File: config.mk
export PLATFORM = sky130hd
export DESIGN_NAME = multdiv_issue_ctrl_flat
export DESIGN_NICKNAME = d
export VERILOG_FILES = /design/src/rtl/multdiv_pkg.sv /design/src/rtl/multdiv_issue_ctrl_if.sv /design/src/rtl/md_result_fifo.sv /design/src/rtl/multdiv_issue_ctrl.sv /design/src/flat_wrapper.sv
export SDC_FILE = /design/constraint.sdc
export NUM_CORES = 1
export LEC_CHECK = 0
export CORE_MARGIN = 3
export CORE_UTILIZATION = 55
export DETAILED_ROUTE_END_ITERATION = 10
export GPL_ROUTABILITY_DRIVEN = 1
export PLACE_DENSITY_LB_ADDON = 0.25
export RECOVER_POWER = 100
export SETUP_SLACK_MARGIN = 0.15
export SYNTH_ARGS = -nofsm -noshare
export SYNTH_HDL_FRONTEND = slang
export SYNTH_SLANG_ARGS = --single-unit
File: constraint.sdc
create_clock -name clock -period 14.86 [get_ports clock]
set_input_delay 2.229 -clock clock [delete_from_list [all_inputs] [get_ports clock]]
set_output_delay 2.229 -clock clock [all_outputs]
set_load 0.03 [all_outputs]
File: src/rtl/multdiv_pkg.sv
// Shared types and constants for the mult/div issue controller.
// Optional build macro: MULTDIV_FLUSH_EN adds a flush input to the top.
package multdiv_pkg;

    localparam logic OP_MULT = 1'b0;
    localparam logic OP_DIV  = 1'b1;
    localparam int   DATA_W  = 32;
    localparam int   REG_W   = 5;

    typedef struct packed {
        logic             valid;
        logic [REG_W-1:0] dst;
    } md_tag_t;

    typedef struct packed {
        logic [DATA_W-1:0] data;
        logic              exc;
        logic [REG_W-1:0]  dst;
    } md_wb_t;

    // Register 0 is hard-wired, so it can never be a hazard source.
    function automatic logic tag_hit(input logic vld, input logic [REG_W-1:0] dst,
                                     input logic [REG_W-1:0] src_a,
                                     input logic [REG_W-1:0] src_b);
        return vld && (((src_a != '0) && (dst == src_a)) || ((src_b != '0) && (dst == src_b)));
    endfunction

endpackage

File: src/rtl/multdiv_issue_ctrl_if.sv
// Bundle of request, unit, writeback and status signals of the mult/div controller.
// master = controller side, slave = processor/unit/writeback side.
interface multdiv_issue_ctrl_if;
    import multdiv_pkg::*;

    logic              req_valid;
    logic              req_op;
    logic [DATA_W-1:0] req_a;
    logic [DATA_W-1:0] req_b;
    logic [REG_W-1:0]  req_dst;
    logic              req_ready;
    logic [REG_W-1:0]  src_a;
    logic [REG_W-1:0]  src_b;
    logic              hazard;
    logic [DATA_W-1:0] md_operandA;
    logic [DATA_W-1:0] md_operandB;
    logic              md_ctrl_MULT;
    logic              md_ctrl_DIV;
    logic [DATA_W-1:0] md_result;
    logic              md_exception;
    logic              md_resultRDY;
    logic              wb_valid;
    logic [DATA_W-1:0] wb_data;
    logic              wb_exc;
    logic [REG_W-1:0]  wb_dst;
    logic              wb_ready;
    logic              busy;
    logic              err_spurious;

    modport master (
        input  req_valid, req_op, req_a, req_b, req_dst, src_a, src_b,
               md_result, md_exception, md_resultRDY, wb_ready,
        output req_ready, hazard, md_operandA, md_operandB, md_ctrl_MULT, md_ctrl_DIV,
               wb_valid, wb_data, wb_exc, wb_dst, busy, err_spurious
    );

    modport slave (
        output req_valid, req_op, req_a, req_b, req_dst, src_a, src_b,
               md_result, md_exception, md_resultRDY, wb_ready,
        input  req_ready, hazard, md_operandA, md_operandB, md_ctrl_MULT, md_ctrl_DIV,
               wb_valid, wb_data, wb_exc, wb_dst, busy, err_spurious
    );

endinterface

File: src/rtl/md_result_fifo.sv
// Result buffer between the mult/div unit and the writeback port.
// Flop-based so every entry's destination is visible to the hazard compare.
module md_result_fifo
    import multdiv_pkg::*;
#(
    parameter  int DEPTH = 4,
    localparam int PTR_W = $clog2(DEPTH),
    localparam int CNT_W = PTR_W + 1
) (
    input  logic             clock,
    input  logic             rs,
    input  logic             push_i,
    input  md_wb_t           push_data_i,
    input  logic             pop_i,
    output md_wb_t           head_o,
    output logic [CNT_W-1:0] count_o,
    output logic             empty_o,
    output logic [DEPTH-1:0] entry_vld_o,
    output logic [REG_W-1:0] entry_dst_o [DEPTH]
);

    md_wb_t           mem_q [DEPTH];
    logic [PTR_W-1:0] wr_ptr_q;
    logic [PTR_W-1:0] rd_ptr_q;
    logic [CNT_W-1:0] count_q;
    logic             full;
    logic             do_push;
    logic             do_pop;

    assign full    = (count_q == CNT_W'(DEPTH));
    assign empty_o = (count_q == '0);
    assign do_pop  = pop_i & ~empty_o;
    assign do_push = push_i & (~full | do_pop);
    assign head_o  = mem_q[rd_ptr_q];
    assign count_o = count_q;

    always_ff @(posedge clock or posedge rs) begin
        if (rs) begin
            for (int i = 0; i < DEPTH; i++) mem_q[i] <= '0;
            wr_ptr_q <= '0;
            rd_ptr_q <= '0;
            count_q  <= '0;
        end else begin
            if (do_push) begin
                mem_q[wr_ptr_q] <= push_data_i;
                wr_ptr_q        <= wr_ptr_q + PTR_W'(1);
            end
            if (do_pop) rd_ptr_q <= rd_ptr_q + PTR_W'(1);
            count_q <= count_q + CNT_W'(do_push) - CNT_W'(do_pop);
        end
    end

    // A slot is occupied when its distance from the read pointer is below the count.
    for (genvar gi = 0; gi < DEPTH; gi++) begin : g_entry
        logic [PTR_W-1:0] offset;
        assign offset          = PTR_W'(gi) - rd_ptr_q;
        assign entry_vld_o[gi] = ({1'b0, offset} < count_q);
        assign entry_dst_o[gi] = mem_q[gi].dst;
    end

endmodule

File: src/rtl/multdiv_issue_ctrl.sv
// Issue/writeback controller for the pipelined mult/div unit.
// Optional build macro: MULTDIV_FLUSH_EN adds the flush input and result-suppression window.
module multdiv_issue_ctrl
    import multdiv_pkg::*;
#(
    parameter int LATENCY    = 16,
    parameter int FIFO_DEPTH = 4
) (
    input logic clock,
    input logic rs,
`ifdef MULTDIV_FLUSH_EN
    input logic flush,
`endif
    multdiv_issue_ctrl_if.master bus
);

    localparam int CNT_W  = $clog2(LATENCY + FIFO_DEPTH + 2) + 1;
    localparam int FCNT_W = $clog2(FIFO_DEPTH) + 1;

    logic                  flush_w;
    logic                  suppress;
    logic                  issue_vld_q, issue_vld_d;
    logic                  issue_op_q, issue_op_d;
    logic [REG_W-1:0]      issue_dst_q, issue_dst_d;
    logic [DATA_W-1:0]     opa_q, opa_d;
    logic [DATA_W-1:0]     opb_q, opb_d;
    md_tag_t               pipe_q [LATENCY];
    md_tag_t               head;
    logic                  err_q, err_d;
    logic [CNT_W-1:0]      inflight;
    logic [CNT_W-1:0]      credit;
    logic                  load;
    logic                  fifo_push;
    logic                  fifo_pop;
    logic                  fifo_empty;
    logic [FCNT_W-1:0]     fifo_count;
    md_wb_t                fifo_in;
    md_wb_t                fifo_head;
    logic [FIFO_DEPTH-1:0] fifo_vld;
    logic [REG_W-1:0]      fifo_dst [FIFO_DEPTH];
    logic [LATENCY-1:0]    pipe_hit;
    logic [FIFO_DEPTH-1:0] fifo_hit;

`ifdef MULTDIV_FLUSH_EN
    localparam int SUP_W = $clog2(LATENCY + 1);
    logic [SUP_W-1:0] sup_q, sup_d;

    // Results of flushed ops can still emerge for LATENCY cycles; swallow them quietly.
    assign flush_w  = flush;
    assign suppress = (sup_q != '0);

    always_comb begin
        sup_d = sup_q;
        if (flush)             sup_d = SUP_W'(LATENCY);
        else if (sup_q != '0)  sup_d = sup_q - SUP_W'(1);
    end

    always_ff @(posedge clock or posedge rs) begin
        if (rs) sup_q <= '0;
        else    sup_q <= sup_d;
    end
`else
    assign flush_w  = 1'b0;
    assign suppress = 1'b0;
`endif

    always_comb begin
        inflight = CNT_W'(issue_vld_q);
        for (int i = 0; i < LATENCY; i++) inflight = inflight + CNT_W'(pipe_q[i].valid);
    end

    // Credit is purely state-based; a same-cycle pop frees a slot only next cycle.
    assign credit        = inflight + CNT_W'(fifo_count);
    assign bus.req_ready = (credit < CNT_W'(FIFO_DEPTH));
    assign bus.busy      = (credit != '0);
    assign load          = bus.req_valid & bus.req_ready & ~flush_w;

    always_comb begin
        issue_vld_d = load;
        issue_op_d  = issue_op_q;
        issue_dst_d = issue_dst_q;
        opa_d       = opa_q;
        opb_d       = opb_q;
        if (load) begin
            issue_op_d  = bus.req_op;
            issue_dst_d = bus.req_dst;
            opa_d       = bus.req_a;
            opb_d       = bus.req_b;
        end
    end

    assign head      = pipe_q[LATENCY-1];
    assign fifo_push = head.valid & bus.md_resultRDY;
    assign fifo_in   = '{data: bus.md_result, exc: bus.md_exception, dst: head.dst};
    assign err_d     = err_q | (head.valid & ~bus.md_resultRDY)
                             | (~head.valid & bus.md_resultRDY & ~suppress);

    always_ff @(posedge clock or posedge rs) begin
        if (rs) begin
            issue_vld_q <= 1'b0;
            issue_op_q  <= OP_MULT;
            issue_dst_q <= '0;
            opa_q       <= '0;
            opb_q       <= '0;
            err_q       <= 1'b0;
            for (int i = 0; i < LATENCY; i++) pipe_q[i] <= '0;
        end else begin
            issue_vld_q <= issue_vld_d;
            issue_op_q  <= issue_op_d;
            issue_dst_q <= issue_dst_d;
            opa_q       <= opa_d;
            opb_q       <= opb_d;
            err_q       <= err_d;
            pipe_q[0]   <= '{valid: issue_vld_q & ~flush_w, dst: issue_dst_q};
            for (int i = 1; i < LATENCY; i++)
                pipe_q[i] <= '{valid: pipe_q[i-1].valid & ~flush_w, dst: pipe_q[i-1].dst};
        end
    end

    assign bus.md_ctrl_MULT = issue_vld_q & (issue_op_q == OP_MULT);
    assign bus.md_ctrl_DIV  = issue_vld_q & (issue_op_q == OP_DIV);
    assign bus.md_operandA  = opa_q;
    assign bus.md_operandB  = opb_q;
    assign bus.err_spurious = err_q;

    md_result_fifo #(.DEPTH(FIFO_DEPTH)) u_fifo (
        .clock       (clock),
        .rs          (rs),
        .push_i      (fifo_push),
        .push_data_i (fifo_in),
        .pop_i       (fifo_pop),
        .head_o      (fifo_head),
        .count_o     (fifo_count),
        .empty_o     (fifo_empty),
        .entry_vld_o (fifo_vld),
        .entry_dst_o (fifo_dst)
    );

    assign bus.wb_valid = ~fifo_empty;
    assign bus.wb_data  = fifo_head.data;
    assign bus.wb_exc   = fifo_head.exc;
    assign bus.wb_dst   = fifo_head.dst;
    assign fifo_pop     = bus.wb_valid & bus.wb_ready;

    for (genvar gi = 0; gi < LATENCY; gi++) begin : g_pipe_hit
        assign pipe_hit[gi] = tag_hit(pipe_q[gi].valid, pipe_q[gi].dst, bus.src_a, bus.src_b);
    end

    for (genvar gi = 0; gi < FIFO_DEPTH; gi++) begin : g_fifo_hit
        assign fifo_hit[gi] = tag_hit(fifo_vld[gi], fifo_dst[gi], bus.src_a, bus.src_b);
    end

    assign bus.hazard = (|pipe_hit) | (|fifo_hit)
                      | tag_hit(issue_vld_q, issue_dst_q, bus.src_a, bus.src_b);

endmodule

File: src/flat_wrapper.sv
// flat-port wrapper written by rule: the top's interface ports become plain ports
module multdiv_issue_ctrl_flat import multdiv_pkg::*;
#(
    parameter int LATENCY    = 16,
    parameter int FIFO_DEPTH = 4
)
  (clock, rs, bus_req_valid, bus_req_op, bus_req_a, bus_req_b, bus_req_dst, bus_src_a, bus_src_b, bus_md_result, bus_md_exception, bus_md_resultRDY, bus_wb_ready, bus_req_ready, bus_hazard, bus_md_operandA, bus_md_operandB, bus_md_ctrl_MULT, bus_md_ctrl_DIV, bus_wb_valid, bus_wb_data, bus_wb_exc, bus_wb_dst, bus_busy, bus_err_spurious);
  multdiv_issue_ctrl_if bus_i ();
  input logic clock;
  input logic rs;
  input wire logic [$bits(bus_i.req_valid)-1:0] bus_req_valid;
  input wire logic [$bits(bus_i.req_op)-1:0] bus_req_op;
  input wire logic [$bits(bus_i.req_a)-1:0] bus_req_a;
  input wire logic [$bits(bus_i.req_b)-1:0] bus_req_b;
  input wire logic [$bits(bus_i.req_dst)-1:0] bus_req_dst;
  input wire logic [$bits(bus_i.src_a)-1:0] bus_src_a;
  input wire logic [$bits(bus_i.src_b)-1:0] bus_src_b;
  input wire logic [$bits(bus_i.md_result)-1:0] bus_md_result;
  input wire logic [$bits(bus_i.md_exception)-1:0] bus_md_exception;
  input wire logic [$bits(bus_i.md_resultRDY)-1:0] bus_md_resultRDY;
  input wire logic [$bits(bus_i.wb_ready)-1:0] bus_wb_ready;
  output wire logic [$bits(bus_i.req_ready)-1:0] bus_req_ready;
  output wire logic [$bits(bus_i.hazard)-1:0] bus_hazard;
  output wire logic [$bits(bus_i.md_operandA)-1:0] bus_md_operandA;
  output wire logic [$bits(bus_i.md_operandB)-1:0] bus_md_operandB;
  output wire logic [$bits(bus_i.md_ctrl_MULT)-1:0] bus_md_ctrl_MULT;
  output wire logic [$bits(bus_i.md_ctrl_DIV)-1:0] bus_md_ctrl_DIV;
  output wire logic [$bits(bus_i.wb_valid)-1:0] bus_wb_valid;
  output wire logic [$bits(bus_i.wb_data)-1:0] bus_wb_data;
  output wire logic [$bits(bus_i.wb_exc)-1:0] bus_wb_exc;
  output wire logic [$bits(bus_i.wb_dst)-1:0] bus_wb_dst;
  output wire logic [$bits(bus_i.busy)-1:0] bus_busy;
  output wire logic [$bits(bus_i.err_spurious)-1:0] bus_err_spurious;
  assign bus_i.req_valid = bus_req_valid;
  assign bus_i.req_op = bus_req_op;
  assign bus_i.req_a = bus_req_a;
  assign bus_i.req_b = bus_req_b;
  assign bus_i.req_dst = bus_req_dst;
  assign bus_i.src_a = bus_src_a;
  assign bus_i.src_b = bus_src_b;
  assign bus_i.md_result = bus_md_result;
  assign bus_i.md_exception = bus_md_exception;
  assign bus_i.md_resultRDY = bus_md_resultRDY;
  assign bus_i.wb_ready = bus_wb_ready;
  assign bus_req_ready = bus_i.req_ready;
  assign bus_hazard = bus_i.hazard;
  assign bus_md_operandA = bus_i.md_operandA;
  assign bus_md_operandB = bus_i.md_operandB;
  assign bus_md_ctrl_MULT = bus_i.md_ctrl_MULT;
  assign bus_md_ctrl_DIV = bus_i.md_ctrl_DIV;
  assign bus_wb_valid = bus_i.wb_valid;
  assign bus_wb_data = bus_i.wb_data;
  assign bus_wb_exc = bus_i.wb_exc;
  assign bus_wb_dst = bus_i.wb_dst;
  assign bus_busy = bus_i.busy;
  assign bus_err_spurious = bus_i.err_spurious;
  multdiv_issue_ctrl #(.LATENCY(LATENCY), .FIFO_DEPTH(FIFO_DEPTH)) u_core (.clock(clock), .rs(rs), .bus(bus_i));
endmodule
==> impl_metrics.ini <==
[status]
status = complete, but fails checks
failed_checks = max-capacitance violations, max-slew violations

[drt]
ant_nets = 0
drt_iter0_markers = 433
dr_total_vias = 9324
firstDrtPassIters = 6
wl_met2_um = 16800
top_layer = met4
wl_met3_um = 2850
vias_per_cell = 5.48
post_drt_wl_per_cell_um = 20.5
wl_um = 35000
post-route-drc-count = 0
met1_length_um = 14800

[global_route]
grt_max_degree = 99
antenna_found_initial = 0
grtUsageTotal = 0.239
grt_pass1_vias = 10300
overflow = 0
grt_pass1_wl_um = 57500

[clocking]
cts_buffers = 36
path_clk_slew_ns = 0.06
hold_buffers = 0
cts_setup_buffers = 0
clock_latency_ns = 0.52
cts_buffer_depth = 3
cts_tree = done
cts_sinks = 327
root_buffer = clkbuf_16
post_cts_resized = 0
cts_max_level = 2

[final_layout]
nFillCells = 1957
postLayoutCoreUtil = 0.702
antenna_cells = 0
stdcell_area_mm2 = 0.0191
fin_nets = 1458
drive_above_1_share = 0.223
area_growth_pct = 24.4

[sta]
hold-worst-slack_ns = 0.422
fin_crit_sh = 0.587
hold_viol_final = 0
setup_viol_count_final = 0
maxSlewViolCount = 602
fmax_ghz = 0.115
maxSlewHeadroom = -1.80
min_period_ns = 8.73
rsz0062_at_grt = no
worst_pin_slew_ns = 4.18
finalSetupTns_ns = 0
finClkSkew_ns = 0.0126

[job]
max_cap_viol_count = 10

[pwr]
power_mw = 5.46
p_leak_nw = 8.08
max-vdd-ir-drop_uv = 296
power.density_mw_per_mm2 = 286

[critical_path]
cp.required_ns = 14.24
criticalPathCategory = in2async
crit_path_start_kind = input port
arrival_ns = 8.11
end_kind = async pin
cp_max_fo = 98

[synthesis]
synth_seq_area_share = 0.534
synth.distinct_cells = 33
ys_ff_latch = 327
synthTopCellsByCount = dfrtp_1 (327), mux2_2 (179), xnor2_1 (171), xor2_1 (45), nand3_1 (44)
synth_area_leaders = dfrtp_1 (53%), mux2_2 (13%), xnor2_1 (9.8%)
yosys_warnings = 0
synth_ff_type = dfrtp_1
synth_edf_count = 0
async_reset_ff_frac = 1.00
syn_nets = 1249
netlist_instances = 1097
synth_top_area_frac = 0.534
yosys.area.top_type = dfrtp_1
netlist_area_mm2 = 0.0153
avgSynthCellArea_um2 = 14.0
yosysMostFrequentCell = dfrtp_1

[placement]
placed_area_mm2 = 0.0179
place_congestion = 0.939
place_hpwl_um = 23600
port_buffers = 226

[floorplanning]
die_area_mm2 = 0.0299
initial_core_util = 0.564
io_pins = 227
core_mm2 = 0.0272
die_y_um = 173
rows = 60
die_width_um = 173

[hold_path]
hp-class = reg2reg
[path summary, 6_finish.rpt]
check / startpoint / to / slack, ns / cells after the start
max reg2reg: u_core.pipe_q[95] / u_core.bus.md_operandA[1] / 7.21 / 15
min: u_core.pipe_q[23] / u_core.pipe_q[17] / 0.42 / 0
min reg2reg: u_core.pipe_q[23] / u_core.pipe_q[17] / 0.42 / 0
max: rs / u_core.u_fifo.rd_ptr_q[0] / 6.13 / 3
min in group asynchronous: rs / u_core.bus.md_operandA[10] / 3.43 / 2
max in group clock: bus_src_b[1] / bus_hazard / 6.63 / 9
[registers in the layout (all words and copies together) (netlist names)]
| signal | flops |
|---|---|
| u_core.u_fifo.wr_ptr_q | 2 |
| u_core.issue_dst_q | 5 |
| u_core.u_fifo.count_o | 3 |
| u_core.head | 1 |
| u_core.pipe_q | 90 |
| u_core.fifo_in | 5 |
| u_core.bus.md_operandB | 32 |
| u_core.issue_vld_q | 1 |
| u_core.u_fifo.entry_dst_o | 20 |
| u_core.u_fifo.mem_q | 132 |
| u_core.bus.md_operandA | 32 |
| u_core.bus.err_spurious | 1 |
| u_core.issue_op_q | 1 |
| u_core.u_fifo.rd_ptr_q | 2 |
[per-stage QoR]
stage / std cells / worst slack (ns)
2_1_floorplan: 1097 / 3.58
3_3_place_gp: 1640 / 6.81
3_5_place_dp: 1640 / 6.76
4_1_cts: 1703 / 6.77
5_1_grt: 1703 / 4.72
6_report: 1703 / 6.13
[worst max-delay path, cell delays in order]
cell,delay [ns]
dlygate4sd3_1,0.54
clkinvlp_2,2.33
clkbuf_1,2.97
[cell families after synthesis]
kind of cell | after synthesis | share of synthesized area
buffers and inverters | 109 | 0.0301
and+or+nand+nor | 96 | 0.0339
AOI/OAI and AO/OA | 55 | 0.0253
DFF | 327 | 0.534
xor gates and xnor gates | 216 | 0.123
muxes | 260 | 0.219
adders and majority gates | 34 | 0.0346
[where the power goes]
group	switching (mW)	internal [mW]
sequential	0.349	1.34
combinational	1.38	1.45
clock	0.354	0.574
total	2.08	3.37
[metal layers]
| layer | vias to the layer above | GRT usage |
|---|---|---|
| li1 | 4238 | - |
| met1 | 4761 | 0.326 |
| met2 | 280 | 0.391 |
| met3 | 45 | 0.0685 |
| met4 | 0 | 0.0446 |
| met5 | - | 0 |
[placed cells by master (no fill, tap or decap), types with 2 or more instances in the layout]
| cell | count |
|---|---|
| xor2_1 | 45 |
| a21o_1 | 2 |
| bufinv_16 | 5 |
| dfrtp_2 | 2 |
| nor4_1 | 24 |
| dfrtp_1 | 325 |
| mux4_2 | 38 |
| clkbuf_1 | 12 |
| clkbuf_8 | 6 |
| o211ai_1 | 14 |
| xnor2_1 | 171 |
| inv_1 | 38 |
| a22oi_1 | 5 |
| a21oi_1 | 4 |
| mux2_2 | 178 |
| or4_4 | 2 |
| ha_1 | 20 |
| clkinvlp_4 | 2 |
| o21ai_0 | 8 |
| mux2_1 | 44 |
| nor2_1 | 4 |
| clkdlybuf4s50_1 | 113 |
| clkbuf_16 | 37 |
| o21ai_1 | 4 |
| nand2_1 | 10 |
| buf_4 | 9 |
| buf_2 | 2 |
| o22ai_1 | 12 |
| fa_1 | 14 |
| o211ai_2 | 6 |
| and2_0 | 2 |
| nand4_1 | 4 |
| clkinv_2 | 4 |
| dlygate4sd3_1 | 111 |
| nand3_1 | 44 |
[layout make-up]
class	count	area, µm²	share of cell area
flip-flops and latches	327	8190	0.429
multi-input cells	661	6690	0.351
repair buffers	240	2340	0.123
clock buffers	50	1030	0.0543
well taps	372	465	0.0244
clock inverters	13	203	0.0106
inverters	40	151	0.00794
Note: power is estimated with default switching activity, not from simulation.
